**src/rtl/mem_pkg.sv**
```systemverilog
`default_nettype none
// ============================================================================
// Module      : mem_pkg
// Description : Size encodings, controller FSM states and byte-count helper.
//               ST_SPLIT exists only when MISALIGNED_SPLIT_EN is defined.
// Revision    : 1.0
// ============================================================================
package mem_pkg;

   localparam logic [1:0] SZ_BYTE    = 2'b00;
   localparam logic [1:0] SZ_HALF    = 2'b01;
   localparam logic [1:0] SZ_WORD    = 2'b10;
   localparam logic [1:0] SZ_ILLEGAL = 2'b11;

   localparam logic [1:0] ST_IDLE    = 2'd0;
   localparam logic [1:0] ST_ACCESS  = 2'd1;
   localparam logic [1:0] ST_RESP    = 2'd2;
`ifdef MISALIGNED_SPLIT_EN
   localparam logic [1:0] ST_SPLIT   = 2'd3;
`endif

   // Illegal size reports zero bytes; callers reject it before using the count.
   function automatic logic [2:0] byte_count(input logic [1:0] size);
      logic [2:0] n;
      case (size)
         SZ_BYTE: n = 3'd1;
         SZ_HALF: n = 3'd2;
         SZ_WORD: n = 3'd4;
         default: n = 3'd0;
      endcase
      return n;
   endfunction

endpackage
`default_nettype wire

```
**src/rtl/load_extend.sv**
```systemverilog
`default_nettype none
// ============================================================================
// Module      : load_extend
// Description : Combinational load-data extension; only the low byte/halfword
//               lanes of raw are used so any upstream extension is discarded.
// Revision    : 1.0
// ============================================================================
module load_extend
   import mem_pkg::*;
#(
   parameter int WIDTH = 8
) (
   input  logic [1:0]         size,
   input  logic               unsigned_ld,
   input  logic [4*WIDTH-1:0] raw,
   output logic [4*WIDTH-1:0] ext
);

   logic w_sign_b;
   logic w_sign_h;

   assign w_sign_b = ~unsigned_ld & raw[WIDTH-1];
   assign w_sign_h = ~unsigned_ld & raw[2*WIDTH-1];

   always_comb begin
      ext = '0;
      case (size)
         SZ_BYTE: ext = {{(3*WIDTH){w_sign_b}}, raw[WIDTH-1:0]};
         SZ_HALF: ext = {{(2*WIDTH){w_sign_h}}, raw[2*WIDTH-1:0]};
         SZ_WORD: ext = raw;
         default: ext = '0;
      endcase
   end

endmodule
`default_nettype wire

```
**src/rtl/mem_access_ctrl.sv**
```systemverilog
`default_nettype none
// ============================================================================
// Module      : mem_access_ctrl
// Description : CPU load/store controller for a byte-addressed data memory.
//               Define MISALIGNED_SPLIT_EN to split misaligned accesses into
//               byte beats; otherwise misaligned requests are rejected.
// Revision    : 1.0
// ============================================================================
module mem_access_ctrl
   import mem_pkg::*;
#(
   parameter int MEM_DEPTH = 1024,
   parameter int WIDTH     = 8
) (
   input  logic               clk,
   input  logic               rst_n,
   input  logic               req_valid,
   output logic               req_ready,
   input  logic               req_we,
   input  logic [1:0]         req_size,
   input  logic               req_unsigned,
   input  logic [4*WIDTH-1:0] req_addr,
   input  logic [4*WIDTH-1:0] req_wdata,
   output logic               resp_valid,
   input  logic               resp_ready,
   output logic [4*WIDTH-1:0] resp_rdata,
   output logic               resp_err,
   output logic               mem_wr_en,
   output logic [1:0]         mem_data_size,
   output logic [4*WIDTH-1:0] mem_addr,
   output logic [4*WIDTH-1:0] mem_wr_data,
   input  logic [4*WIDTH-1:0] mem_rd_data
);

   localparam int                c_BUS   = 4 * WIDTH;
   localparam logic [c_BUS-1:0]  c_DEPTH = c_BUS'(MEM_DEPTH);

   logic [1:0]       r_state;
   logic             r_we;
   logic [1:0]       r_size;
   logic             r_unsigned;

   logic [2:0]       w_bytes;
   logic [c_BUS:0]   w_end;
   logic             w_range_err;
   logic             w_misaligned;
   logic             w_err;
   logic             w_accept;
   logic [c_BUS-1:0] w_raw;
   logic [c_BUS-1:0] w_ext;

   assign req_ready = (r_state == ST_IDLE);
   assign w_accept  = req_valid & req_ready;

   // One extra bit catches a wrap past the top of the address space.
   assign w_bytes     = byte_count(req_size);
   assign w_end       = {1'b0, req_addr} + (c_BUS+1)'(w_bytes) - (c_BUS+1)'(1);
   assign w_range_err = w_end[c_BUS] | (w_end[c_BUS-1:0] >= c_DEPTH);

   assign w_misaligned = ((req_size == SZ_HALF) & req_addr[0]) |
                         ((req_size == SZ_WORD) & (|req_addr[1:0]));

`ifdef MISALIGNED_SPLIT_EN
   logic [c_BUS-1:0] r_addr;
   logic [c_BUS-1:0] r_wdata;
   logic [c_BUS-1:0] r_asm;
   logic [1:0]       r_beat;
   logic [1:0]       r_last;
   logic [1:0]       w_next_beat;
   logic [c_BUS-1:0] w_asm;
   logic [c_BUS-1:0] w_wshift;
   logic [WIDTH-1:0] w_wbyte;

   assign w_err       = (req_size == SZ_ILLEGAL) | w_range_err;
   assign w_next_beat = r_beat + 2'd1;
   assign w_asm       = r_asm |
                        ({{(c_BUS-WIDTH){1'b0}}, mem_rd_data[WIDTH-1:0]} << (WIDTH * int'(r_beat)));
   assign w_wshift    = r_wdata >> (WIDTH * int'(w_next_beat));
   assign w_wbyte     = w_wshift[WIDTH-1:0];
   assign w_raw       = (r_state == ST_SPLIT) ? w_asm : mem_rd_data;
`else
   assign w_err = (req_size == SZ_ILLEGAL) | w_range_err | w_misaligned;
   assign w_raw = mem_rd_data;
`endif

   load_extend #(
      .WIDTH       (WIDTH)
   ) u_load_extend (
      .size        (r_size),
      .unsigned_ld (r_unsigned),
      .raw         (w_raw),
      .ext         (w_ext)
   );

   always_ff @(posedge clk or negedge rst_n) begin
      if (!rst_n) begin
         r_state       <= ST_IDLE;
         r_we          <= 1'b0;
         r_size        <= SZ_BYTE;
         r_unsigned    <= 1'b0;
         resp_valid    <= 1'b0;
         resp_err      <= 1'b0;
         resp_rdata    <= '0;
         mem_wr_en     <= 1'b0;
         mem_data_size <= SZ_BYTE;
         mem_addr      <= '0;
         mem_wr_data   <= '0;
`ifdef MISALIGNED_SPLIT_EN
         r_addr        <= '0;
         r_wdata       <= '0;
         r_asm         <= '0;
         r_beat        <= 2'd0;
         r_last        <= 2'd0;
`endif
      end else begin
         case (r_state)
            ST_IDLE: begin
               if (w_accept) begin
                  r_we       <= req_we;
                  r_size     <= req_size;
                  r_unsigned <= req_unsigned;
                  if (w_err) begin
                     r_state    <= ST_RESP;
                     resp_valid <= 1'b1;
                     resp_err   <= 1'b1;
                     resp_rdata <= '0;
                  end
`ifdef MISALIGNED_SPLIT_EN
                  else if (w_misaligned) begin
                     r_state       <= ST_SPLIT;
                     r_addr        <= req_addr;
                     r_wdata       <= req_wdata;
                     r_asm         <= '0;
                     r_beat        <= 2'd0;
                     r_last        <= 2'(w_bytes - 3'd1);
                     mem_addr      <= req_addr;
                     mem_data_size <= SZ_BYTE;
                     mem_wr_en     <= req_we;
                     mem_wr_data   <= {{(c_BUS-WIDTH){1'b0}}, req_wdata[WIDTH-1:0]};
                  end
`endif
                  else begin
                     r_state       <= ST_ACCESS;
                     mem_addr      <= req_addr;
                     mem_data_size <= req_size;
                     mem_wr_en     <= req_we;
                     mem_wr_data   <= req_wdata;
                  end
               end
            end

            ST_ACCESS: begin
               mem_wr_en  <= 1'b0;
               resp_valid <= 1'b1;
               resp_err   <= 1'b0;
               resp_rdata <= r_we ? '0 : w_ext;
               r_state    <= ST_RESP;
            end

`ifdef MISALIGNED_SPLIT_EN
            ST_SPLIT: begin
               r_asm <= w_asm;
               if (r_beat == r_last) begin
                  mem_wr_en  <= 1'b0;
                  resp_valid <= 1'b1;
                  resp_err   <= 1'b0;
                  resp_rdata <= r_we ? '0 : w_ext;
                  r_state    <= ST_RESP;
               end else begin
                  r_beat      <= w_next_beat;
                  mem_addr    <= r_addr + c_BUS'(w_next_beat);
                  mem_wr_data <= {{(c_BUS-WIDTH){1'b0}}, w_wbyte};
                  mem_wr_en   <= r_we;
               end
            end
`endif

            ST_RESP: begin
               if (resp_ready) begin
                  resp_valid <= 1'b0;
                  resp_err   <= 1'b0;
                  resp_rdata <= '0;
                  r_state    <= ST_IDLE;
               end
            end

            default: begin
               mem_wr_en <= 1'b0;
               r_state   <= ST_IDLE;
            end
         endcase
      end
   end

endmodule
`default_nettype wire

```
**config.mk**
```make
export PLATFORM = sky130hd
export DESIGN_NAME = mem_access_ctrl
export DESIGN_NICKNAME = d
export VERILOG_FILES = /design/src/rtl/mem_pkg.sv /design/src/rtl/load_extend.sv /design/src/rtl/mem_access_ctrl.sv
export SDC_FILE = /design/constraint.sdc
export NUM_CORES = 1
export LEC_CHECK = 0
export CAP_MARGIN = 20
export CORE_ASPECT_RATIO = 1.1
export CORE_MARGIN = 5
export CORE_UTILIZATION = 48
export CTS_CLUSTER_SIZE = 30
export DETAILED_ROUTE_END_ITERATION = 10
export PLACE_DENSITY = 0.82
export SLEW_MARGIN = 5
export SYNTH_ARGS = -nofsm -noshare
export SYNTH_HDL_FRONTEND = slang
export SYNTH_SLANG_ARGS = --single-unit
```
**constraint.sdc**
```tcl
create_clock -name clk -period 2.8 [get_ports clk]
set_clock_uncertainty 0.15 [all_clocks]
set_input_delay 0.56 -clock clk [delete_from_list [all_inputs] [get_ports clk]]
set_output_delay 0.56 -clock clk [all_outputs]
set_load 0.01 [all_outputs]
```
==> results of run 1 <==
## critical path: cells and delay by family
family | cells | cell delay, ns
buf+inv | 8 | 1.00
compound gates | 5 | 0.85
simple gates | 5 | 0.97
fa+ha+maj | 3 | 0.67
mux | 1 | 0.29
## power by group
part	internal [mW]	switching, mW
combinational	0.832	0.887
sequential	1.60	0.0956
clock	0.891	0.647
total	3.33	1.63
## what timing repair did
action                                  CTS  global route
endpoints found under the setup margin  103           103
gates resized for setup                  60            40
buffers inserted                         13             7
hold endpoints to repair                  0             0
pin swaps                                19            28
cloned                                    8             1
## through the flow
step / area (um2) / hold slack [ns] / TNS [ns]
finish: 11100 / 0.0398 / -142.00
floorplan: 6850 / 0.114 / -116.07
global placement: 9980 / 0.335 / -220.61
CTS: 10800 / 0.0680 / -139.48
global route: 11100 / 0.0841 / -155.60
detailed placement: 9980 / 0.342 / -232.04
## layout make-up
| cell class | count | area [um2] |
|---|---|---|
| Sequential cell | 107 | 2680 |
| Clock buffer | 9 | 225 |
| Timing Repair Buffer | 365 | 3530 |
| Clock inverter | 7 | 129 |
| Tap cell | 188 | 235 |
| Multi-Input combinational cell | 470 | 4090 |
| Fill cell | 857 | 2710 |
| Inverter | 50 | 190 |
## cell usage after synthesis, types with 8 or more instances
library cell    n
o31ai_1        12
buf_2          12
a21oi_1        49
nor2_1         18
dfrtp_1       107
clkbuf_1       19
nand2_1        58
nand3_1         9
a211oi_1        9
o211ai_1       10
nor2b_1         8
inv_1          50
mux2_4         29
mux2_2         67
ha_1           38
o21a_1          9
o21ai_0        41
## sequential cells by signal, indices dropped and copies added, names as in the netlist
signal / flops
r_unsigned: 1
mem_wr_data: 32
resp_rdata: 32
r_we: 1
mem_data_size: 2
r_size: 2
mem_addr: 32
mem_wr_en: 1
r_state: 2
resp_err: 1
resp_valid: 1
## per-layer routing
| layer | GRT usage, % | part of all wire [%] | vias to the layer above |
|---|---|---|---|
| met5 | 0 | 0 | - |
| met3 | 6.20 | 7.2 | 77 |
| met2 | 49.4 | 52 | 339 |
| met4 | 10.8 | 3.4 | 0 |
| li1 | - | - | 3063 |
| met1 | 31.5 | 37 | 3253 |
## cell families after synthesis
| family | after synthesis | synth area share (%) |
|---|---|---|
| AND/OR/NAND/NOR | 145 | 11.2 |
| AO/OA/AOI/OAI | 173 | 16.7 |
| XOR/XNOR | 12 | 1.55 |
| adder cells (fa/ha/maj) | 39 | 7.33 |
| buffers and inverters | 88 | 5.61 |
| flip-flops | 107 | 39.6 |
| multiplexers | 99 | 18.0 |
## worst paths after layout
kind | to | slack (ns)
worst max register to register | resp_rdata[30] | 0.32
worst min register to register | mem_wr_data[0] | 0.36
worst min-delay path | resp_rdata[23] | 0.04
worst max-delay path | mem_addr[22] | -1.46
min in group clk | mem_wr_data[0] | 0.36
max in group asynchronous | mem_wr_data[3] | 1.71
==> summary.txt, run 1 <==
Global route
  – Initial antenna violation count: 0
  – Gr usage total: 27.5%
  – Grt ovf: 0
  – Vias in the first global route: 7114
  – Pin count of the biggest net entering global routing: 64
  – First-pass GRT wire length: around 36 mm

Worst setup path
  – Worst Reg-to-Reg Cells: 6
  – Max Fanout on Critical Path: 7
  – Critical Path Slowest Stage Cell: fa_2
  – Slowest cell delay on critical path: approximately 0.36 ns
  – Data required time of the worst path: between 2 and 3 ns
  – Worst Setup SP: req_size[1]
  – Worst endpoint data arrival time: 4.35 ns
  – Critical register-to-register path startpoint: r_state[0]
  – Setup CP Type: input pin to register
  – CP endpoint kind: register
  – Crit path cell chain: buf_8 > or2_4 > ha_4 > inv_4 > ha_4 > inv_2 > fa_2 > nor2b_4 > o31ai_4 > buf_4 > a211oi_2 > buf_4 > o221ai_1 > a21oi_1 > o2111a_1 > nand4_2 > buf_6 > nor4_4 > nand3_4 > buf_12 > buf_12 > mux2_4
  – Critical Path Source Type: input pin

CTS
  – CTS root buf: clkbuf_16
  – Number of H-tree levels: 3
  – CTS Hold Bufs: 0
  – Latest clock arrival within the worst-skew pair: 0.36 ns
  – Cts bufs inserted: 9
  – CTS tree: yes
  – Max Root-Sink Buffers: 2
  – CTS clk-pin slew, worst paths: roughly 0.08 ns
  – CTS Sinks: approximately 110

Routing
  – Vias: between 6000 and 7000
  – Wirelength per Cell: 20.1 um
  – Drt initial violations: ~350
  – DR pass1 iterations: 5
  – Antenna Nets Post-Route: 0
  – Final WL: approximately 24 mm
  – Post-route DRC: 0
  – Routed vias/inst: between 5 and 6

Yosys
  – Synthesized flop and latch total: ~110
  – Mapped Nets: approximately 800
  – Yosys top cell area share: 39.6%
  – Netlist cell types: 66
  – EDFF count, synth: 0
  – Sequential share of the synthesized area: between 30% and 40%
  – Post-synth top flop: dfrtp_1
  – Syn Area/Cell: between 10 and 15 um2
  – Warnings, synthesis: 0
  – Synth Cell Area: ~0.0068 mm2
  – Cells after synthesis: about 660
  – Asr flop ratio synth: between 90% and 100%
  – Synth area leader: dfrtp_1
  – Top post-synthesis cells by area: dfrtp_1 40%, mux2_2 11%, ha_1 7.0%

Timing
  – Worst-margin pin slew: a little over 1 ns
  – Final Hold Viols: 0
  – Slew HR: between 30% and 40%
  – Final Max Tran Viols: 0
  – Achievable Freq: ~0.23 GHz
  – Finish-stage setup viols: a little over 100
  – Period utilisation layout: 152%
  – Fin worst setup slack: -1.46 ns
  – RSZ-0062 raised after global routing: true
  – Fin crit period: between 4 and 5 ns

Floorplan
  – I/O pins: slightly above 200
  – Core box area: 0.0138 mm2
  – Row cnt: 45
  – Die height: ~130 um
  – Die ar.: ~0.017 mm2
  – Starting density of the core: 49.0%
  – Die width: between 100 and 150 um

Power
  – Leakage power: between 5 and 6 nW
  – Power per cell area: 447 mW/mm2
  – Overall Power: 4.96 mW
  – Max VDD drop: between 0.2 and 0.3 mV

Min path
  – Hold Path Class: input pin to asynchronous set/reset pin

Status
  – Status: finished, violations left
  – Failing checks: negative setup slack

Placement
  – DP Cell Count: between 1000 and 1500
  – Placed wire-length estimate: roughly 16 mm
  – # port buffers: between 200 and 250
  – Placer Congestion: 0.898
  – DP Worst Slack: -2.46 ns

Cells and area
  – Layout cells sized above 1: around 34%
  – Commonest non-fill, non-tap cell in the layout: clkdlybuf4s50_1
  – Area growth, synth to finish: 63.9%
  – Most frequent cells in the layout: 195 x clkdlybuf4s50_1, 140 x buf_4, 107 x dfrtp_1
  – ANT cells: 0
  – Layout Utilization: between 80% and 90%
  – Layout Cells excl Fill: 1196
  – Post-layout nets: between 1000 and 1500

Run
  – MaxCap Viol Count: 0
Note: power is estimated with default switching activity, not from simulation.
==> run 2: changes to the inputs <==
--- a/config.mk
+++ b/config.mk
@@ -11,6 +11,7 @@
 export CORE_UTILIZATION = 48
 export CTS_CLUSTER_SIZE = 30
 export DETAILED_ROUTE_END_ITERATION = 10
+export GPL_TIMING_DRIVEN = 1
 export PLACE_DENSITY = 0.82
 export SLEW_MARGIN = 5
 export SYNTH_ARGS = -nofsm -noshare
==> results of run 2 <==
Final layout, timing and power as in run 1 (identical DEF).
